$ cat src/rtl/rab_w_sender.sv
// rab_w_sender: gates buffered W beats on a per-burst forward/drop decision
//
// Ports:
//   clk, rstn                   clock, asynchronous active-low reset
//   ctrl_valid_i/ready_o        per-burst translation decision handshake
//   ctrl_drop_i, ctrl_id_i      1 = drop burst; AXI ID of the burst
//   s_w_*                       W beats from the RAB W buffer
//   m_w_*                       W beats towards the master side
//   err_b_id/resp/valid/ready   SLVERR response for dropped bursts
//   drop_cnt_o                  saturating count of dropped bursts
//
// Optional feature: define RAB_W_ERR_RESP_EN to emit one SLVERR B beat per
// dropped burst. Without it the error channel is tied off and DROP returns
// straight to IDLE.
module rab_w_sender #(
    parameter int DATA_WIDTH = 64,
    parameter int USER_WIDTH = 6,
    parameter int ID_WIDTH   = 10,
    parameter int CNT_WIDTH  = 16
) (
    input  logic                    clk,
    input  logic                    rstn,
    input  logic                    ctrl_valid_i,
    output logic                    ctrl_ready_o,
    input  logic                    ctrl_drop_i,
    input  logic [ID_WIDTH-1:0]     ctrl_id_i,
    input  logic [DATA_WIDTH-1:0]   s_w_data_i,
    input  logic [DATA_WIDTH/8-1:0] s_w_strb_i,
    input  logic                    s_w_last_i,
    input  logic [USER_WIDTH-1:0]   s_w_user_i,
    input  logic                    s_w_valid_i,
    output logic                    s_w_ready_o,
    output logic [DATA_WIDTH-1:0]   m_w_data_o,
    output logic [DATA_WIDTH/8-1:0] m_w_strb_o,
    output logic                    m_w_last_o,
    output logic [USER_WIDTH-1:0]   m_w_user_o,
    output logic                    m_w_valid_o,
    input  logic                    m_w_ready_i,
    output logic [ID_WIDTH-1:0]     err_b_id_o,
    output logic [1:0]              err_b_resp_o,
    output logic                    err_b_valid_o,
    input  logic                    err_b_ready_i,
    output logic [CNT_WIDTH-1:0]    drop_cnt_o
);
`ifdef RAB_W_ERR_RESP_EN
    typedef enum logic [1:0] {IDLE, FWD, DROP, RESP} state_t;
`else
    typedef enum logic [1:0] {IDLE, FWD, DROP} state_t;
`endif
    state_t               state;
    logic [CNT_WIDTH-1:0] cnt_q;
    logic                 last_hs;
    assign last_hs      = s_w_valid_i & s_w_ready_o & s_w_last_i;
    assign ctrl_ready_o = state == IDLE;
    assign s_w_ready_o  = (state == DROP) | ((state == FWD) & m_w_ready_i);
    assign m_w_valid_o  = (state == FWD) & s_w_valid_i;
    assign m_w_data_o   = s_w_data_i;
    assign m_w_strb_o   = s_w_strb_i;
    assign m_w_last_o   = s_w_last_i;
    assign m_w_user_o   = s_w_user_i;
    assign drop_cnt_o   = cnt_q;
`ifdef RAB_W_ERR_RESP_EN
    logic [ID_WIDTH-1:0] id_q;
    assign err_b_valid_o = state == RESP;
    assign err_b_id_o    = id_q;
    assign err_b_resp_o  = 2'b10;
    always_ff @(posedge clk or negedge rstn) begin
        if (!rstn)
            id_q <= '0;
        else if (ctrl_ready_o && ctrl_valid_i && ctrl_drop_i)
            id_q <= ctrl_id_i;
    end
`else
    logic unused_err;
    assign unused_err    = ^{ctrl_id_i, err_b_ready_i};
    assign err_b_valid_o = 1'b0;
    assign err_b_id_o    = '0;
    assign err_b_resp_o  = 2'b00;
`endif
    always_ff @(posedge clk or negedge rstn) begin
        if (!rstn) begin
            state <= IDLE;
            cnt_q <= '0;
        end else begin
            case (state)
                IDLE: if (ctrl_valid_i) state <= ctrl_drop_i ? DROP : FWD;
                FWD:  if (last_hs) state <= IDLE;
                DROP: if (last_hs) begin
`ifdef RAB_W_ERR_RESP_EN
                    state <= RESP;
`else
                    state <= IDLE;
`endif
                    cnt_q <= (&cnt_q) ? cnt_q : cnt_q + 1'b1;
                end
`ifdef RAB_W_ERR_RESP_EN
                RESP: if (err_b_ready_i) state <= IDLE;
`endif
                default: state <= IDLE;
            endcase
        end
    end
endmodule

$ cat config.mk
export PLATFORM = sky130hd
export DESIGN_NAME = rab_w_sender
export DESIGN_NICKNAME = d
export VERILOG_FILES = /design/src/rtl/rab_w_sender.sv
export SDC_FILE = /design/constraint.sdc
export NUM_CORES = 1
export LEC_CHECK = 0
export CAP_MARGIN = 20
export CORE_UTILIZATION = 24
export DETAILED_ROUTE_END_ITERATION = 8
export PLACE_DENSITY = 0.77
export SLEW_MARGIN = 20
export SYNTH_ARGS = -nofsm -noshare
export SYNTH_HDL_FRONTEND = slang
export SYNTH_SLANG_ARGS = --single-unit
$ cat constraint.sdc
create_clock -name clk -period 1.8 [get_ports clk]
set_clock_uncertainty 0.1 [all_clocks]
set_input_delay 0.27 -clock clk [delete_from_list [all_inputs] [get_ports clk]]
set_output_delay 0.27 -clock clk [all_outputs]
set_load 0.05 [all_outputs]
==> results of run 1 <==
==> cells in the mapped netlist (all sizes together) (2+ instances only) <==
master | number | area (sq um)
nand4 | 5 | 52.6
nor4 | 7 | 105
nand2 | 8 | 30.0
xnor2 | 2 | 17.5
nand3 | 5 | 30.0
nor2 | 4 | 17.5
or2 | 2 | 12.5
ha | 4 | 50.1
inv | 6 | 22.5
dfrtp | 18 | 450
xor2 | 12 | 105
o21ai | 3 | 15.0
nor3b | 2 | 15.0
nor3 | 5 | 25.0
buf | 93 | 698
==> cell type report <==
cell class	instances	area [sq um]	area share, %
clock buffer	4	55.1	3.22
inverter	6	22.5	1.32
multi-input combinational	83	698	40.8
sequential	18	469	27.4
tap	96	120	7.02
timing repair buffer	37	347	20.2
==> metal layers <==
layer  up-vias  share of wire [%]  GRT usage (%)
met5         -                  0              0
met4         0                4.6           6.26
met3        23                 11           3.03
met2        58                 46           11.2
met1       441                 39           7.82
li1        430                  -              -
==> state kept, by name, summed over array words and instances, names as in the netlist <==
signal	flops
drop_cnt_o	16
state	2
==> repair_timing <==
action,CTS,global route
cloned,0,1
gates resized for setup,3,18
endpoints found under the setup margin,4,11
pin swaps,1,8
buffers inserted,0,2
==> final timing paths <==
path | endpoint | slack (ns)
worst max-delay path | s_w_ready_o | 0.06
worst min-delay path | drop_cnt_o[7] | 0.24
worst max register to register | drop_cnt_o[13] | 0.07
worst min register to register | drop_cnt_o[13] | 0.39
max in group asynchronous | drop_cnt_o[15] | 1.15
min in group clk | drop_cnt_o[13] | 0.39
==> worst max-delay path: stages (launching register included) <==
cell     delay (ns)
dfrtp_1        0.39
buf_4          0.14
ha_2           0.18
a21oi_2        0.19
inv_2          0.07
buf_12         0.15
==> logic make-up (layout without fill, tap and decap cells) <==
family,count (synthesis),count (layout)
AOI/OAI and AO/OA,6,6
and+or+nand+nor,44,44
adders and majority gates,4,4
DFF,18,18
muxes,2,2
xor gates and xnor gates,14,14
buffers and inverters,99,47
other,1,13
==> power by group <==
part	total [mW]	internal, mW	switching (mW)	leakage [nW]
clock	0.335	0.195	0.140	0.0288
combinational	0.750	0.293	0.457	0.538
sequential	0.511	0.457	0.0538	0.209
total	1.60	0.945	0.651	0.775
==> metrics by stage <==
step | util [%] | setup TNS (ns) | total power, mW | area [sq um] | worst slack [ns]
CTS | 23.6 | -0.0376 | 1.55 | 1630 | -0.0272
floorplan | - | 0 | 1.43 | 1800 | 0.00830
global placement | 22.4 | -1.04 | 1.20 | 1550 | -0.145
detailed placement | 22.4 | -1.27 | 1.21 | 1550 | -0.169
finish | 24.8 | 0 | 1.60 | 1710 | 0.0568
global route | 24.8 | -0.0244 | 1.69 | 1710 | -0.0189
==> summary.md, run 1 <==
| Metric | Value |
|---|---|
| CP startpoint | state[0] |
| Iteration-0 DRC count of the detailed router | 52 |
| CTS Buffer Depth | 2 |
| Antenna-violating nets left | 0 |
| Final Max Tran Viols | 0 |
| Hold_ws | 0.238 ns |
| Synth cell types | 33 |
| Full die area | 0.00759 sq mm |
| Routed WL | 2840 microns |
| Syn Inst Count | 188 |
| Synth Area in XOR/XNOR | 7.05% |
| CTS Sinks | 18 |
| Non-Filler Instances | 244 |
| Die width | 87.1 microns |
| Hold buffers post-CTS | 0 |
| Final Setup Violations | 0 |
| Ys async rst share | 100% |
| Layout area overhead | -1.58% |
| First-pass iteration count of the detailed router | 3 |
| Core box area | 0.00691 sq mm |
| Vias in the first global route | 948 |
| Worst Setup End Kind | output port |
| Most common cell after layout, fill and taps aside | buf_4 |
| Worst min-delay path category | input port to async pin |
| Initial antenna violation count | 0 |
| Starting Density | 25.2% |
| Vias/cell | 3.90 |
| Drt wl/cell | 11.7 microns |
| CP startpoint kind | flop |
| I/O Buffers | 26 |
| Fillers | 749 |
| Placed cells | 237 |
| Max-cap viol count | 0 |
| Largest net degree at the start of global routing | 19 |
| Max Freq | 0.574 GHz |
| Final #Nets | 249 |
| Worst r2r path cells | 7 |
| Chip height | 87.1 microns |
| Clock-pin slew on the worst setup and hold paths | 0.07 ns |
| Pwr dens | 933 mW/mm^2 |
| Post-synthesis mux area share | 1.22% |
| Number of remaining DRC errors | 0 |
| Synth Area per Inst | 9.25 sq um |
| Critical Path RT | 1.43 ns |
| Total GRT Usage | 7.33% |
| Crit Path Category | flop to output port |
| Global-route wire length before repair | 4390 microns |
| Cts bufs inserted | 3 |
| Synth Area in Simple Gates | 19.4% |
| Skew-Pair Late Insertion Delay | 0.26 ns |
| Post-DP HPWL | 2080 microns |
| Register area share after synthesis | 25.9% |
| FP Rows | 30 |
| IO Count | 207 |
| Synth Area in Adders | 2.88% |
| Main synth FF type | dfrtp_1 |
| Vias | 952 |
| Combinational family with the most area after synthesis | buffers and inverters |
| Fraction of layout instances using a drive strength above 1 | 49.3% |
| Max IR drop VDD | 279 uV |
| Synth warnings | 0 |
| Final hold violations | 0 |
| Leakage | 0.775 nW |
| EDFF count, synth | 0 |
| Period utilisation layout | 96.8% |
| Post-Syn Area | 0.00174 sq mm |
| H-tree depth | 1 |
| CTS tree | built |
| Compound-gate portion of the synthesized area | 1.94% |
| Arr. time, crit path | 1.37 ns |
| FF+latch count, synth | 18 |
| FF-to-FF Start | state[0] |
| Clock root buffer | clkbuf_8 |
| # diodes | 0 |
| Most frequent cells in the layout | 26 x buf_4, 15 x dfrtp_2, 13 x conb_1, 12 x xor2_1, 7 x nand2_1 |
| Grt total ovfl | 0 |
| Status | complete, no violations |
| Routability congestion estimate | 0.725 |
| Crit Path Max Fanout | 3 |
| Final Critical Period | 1.74 ns |
No activity file was read; power rests on OpenSTA's default activity.
==> inputs of run 2 (changes only) <==
- CTS_CLUSTER_SIZE: not set -> 12
==> results of run 2 <==
Same layout as run 1: the final DEF is identical, and so are final timing and power.
==> inputs of run 3 (changes only) <==
- CORE_AREA: not set -> 2 2 81 83
- CORE_UTILIZATION: 24 -> not set
- DIE_AREA: not set -> 0 0 83 85
- PLACE_DENSITY: 0.77 -> 0.85
- clock period: 1.8 -> 2.2 ns (I/O delays scaled with it)
==> summary.md, run 3 (synthesized netlist as in run 1, its figures left out) <==
| Metric | Value |
|---|---|
| Crit path depth | 1 |
| Die width | 83 microns |
| Pwr dens | 782 mW/mm^2 |
| Final Setup Violations | 0 |
| Final Critical Period | 2.04 ns |
| Routed WL | 2760 microns |
| Crit Path Category | flop to output port |
| Unrepaired setup endpoints after global routing | no |
| Status | complete, no violations |
| Layout area overhead | -10.6% |
| Cts bufs inserted | 3 |
| Grt total ovfl | 0 |
| Final hold violations | 0 |
| Hold buffers post-CTS | 0 |
| Total Power | 1.22 mW |
| Number of remaining DRC errors | 0 |
| Largest register FFs | 16 |
| Worst r2r path cells | 5 |
| Final Max Tran Viols | 0 |
| IO Count | 207 |
| Initial antenna violation count | 0 |
| Full die area | 0.00706 sq mm |
| Clock-pin slew on the worst setup and hold paths | 0.07 ns |
| Critical Path RT | 1.77 ns |
| Fillers | 637 |
| Period utilisation layout | 92.9% |
| First-pass iteration count of the detailed router | 4 |
| Non-Filler Instances | 218 |
| Starting Density | 28.0% |
| Most frequent cells in the layout | 22 x clkdlybuf4s50_1, 18 x dfrtp_1, 13 x conb_1, 12 x xor2_1, 8 x nand2_1 |
| CTS tree | built |
| Iteration-0 DRC count of the detailed router | 26 |
| Setup tns final | 0 ns |
| Setup Buffers After CTS | 0 |
| CTS Buffer Depth | 2 |
| Util after Layout | 25.1% |
| Placed cells | 214 |
| Worst min-delay path category | input port to async pin |
| Vias | 905 |
| Clock root buffer | clkbuf_8 |
| Post-DP HPWL | 2150 microns |
| Worst Tran Pin Value | 0.513 ns |
| H-tree depth | 1 |
| CTS Sinks | 18 |
| Drt wl/cell | 12.7 microns |
| CP max stage delay | 0.87 ns |
| FP Rows | 29 |
| Post-cts sizing count | 0 |
| Vias in the first global route | 912 |
| I/O Buffers | 26 |
| Max-cap viol count | 0 |
| Worst Setup End Kind | output port |
| Routability congestion estimate | 0.795 |
| Arr. time, crit path | 1.61 ns |
| Vias/cell | 4.15 |
| Skew-Pair Late Insertion Delay | 0.26 ns |
| Bufs and invs on worst path | 1 |
| Chip height | 85 microns |
| Max IR drop VDD | 456 uV |
| Worst rel slew slack | 65.6% |
| Largest net degree at the start of global routing | 19 |
| Antenna-violating nets left | 0 |
| Max Freq | 0.489 GHz |
| Total GRT Usage | 7.76% |
| Slowest-stage cell, CP | clkdlybuf4s50_1 |
| Final #Nets | 242 |
| Critical path's top delay family | buffers and inverters |
| Fraction of layout instances using a drive strength above 1 | 17.0% |
| Leakage | 0.729 nW |
| CP startpoint kind | flop |
| Global-route wire length before repair | 4360 microns |
| Crit Path Max Fanout | 6 |
| CP Cell Sequence | clkdlybuf4s50_1 |
| Core box area | 0.00620 sq mm |
| # diodes | 0 |
| Most common cell after layout, fill and taps aside | clkdlybuf4s50_1 |
-- run 3: cell count changes in the layout (fill, tap and decap cells not counted), moves of 2 or more --
cell,delta
dfrtp_1,+15
inv_2,-2
nor3_1,+2
buf_4,-21
dfrtp_2,-15
nor4_4,-4
clkdlybuf4s50_1,+16
nor3_2,-2
ha_1,+2
or2_4,-2
nor4_2,+4
inv_1,+2
-- run 3: worst paths after layout --
kind                           startpoint        endpoint  slack (ns)
max                         drop_cnt_o[6]   drop_cnt_o[6]        0.16
min                                  rstn  drop_cnt_o[12]        0.30
max reg2reg                 drop_cnt_o[0]   drop_cnt_o[9]        0.31
min reg2reg                drop_cnt_o[13]  drop_cnt_o[13]        0.43
max in group asynchronous            rstn   drop_cnt_o[5]        1.50
min in group clk           drop_cnt_o[13]  drop_cnt_o[13]        0.43
-- run 3: cell type report --
| class | count | area (sq um) | share of cell area, % |
|---|---|---|---|
| Multi-Input combinational cell | 83 | 613 | 39.4 |
| Sequential cell | 18 | 450 | 29.0 |
| Timing Repair Buffer | 30 | 318 | 20.4 |
| Tap cell | 77 | 96.3 | 6.19 |
| Clock buffer | 4 | 55.1 | 3.54 |
| Inverter | 6 | 22.5 | 1.45 |
-- run 3: layer usage --
| metal | vias to the layer above | global-route usage, % | share of wire (%) |
|---|---|---|---|
| li1 | 412 | - | - |
| met1 | 422 | 8.05 | 39 |
| met2 | 47 | 12.2 | 44 |
| met3 | 24 | 3.60 | 12 |
| met4 | 0 | 6.11 | 5.0 |
| met5 | - | 0 | 0 |
-- run 3: report_power, final --
group / total (mW) / switching [mW] / leakage, nW / internal [mW]
Clock: 0.277 / 0.118 / 0.0288 / 0.159
Sequential: 0.410 / 0.0405 / 0.230 / 0.369
Combinational: 0.530 / 0.344 / 0.470 / 0.186
-- run 3: per-stage QoR --
| step | hold WS (ns) | setup WS (ns) | area (sq um) |
|---|---|---|---|
| after CTS | 0.310 | 0.146 | 1560 |
| final | 0.303 | 0.157 | 1560 |
| after global placement | 0.403 | 0.176 | 1500 |
| after floorplan | -0.0656 | 0.157 | 1780 |
| after global routing | 0.321 | 0.0841 | 1560 |
| after detailed placement | 0.413 | 0.117 | 1500 |
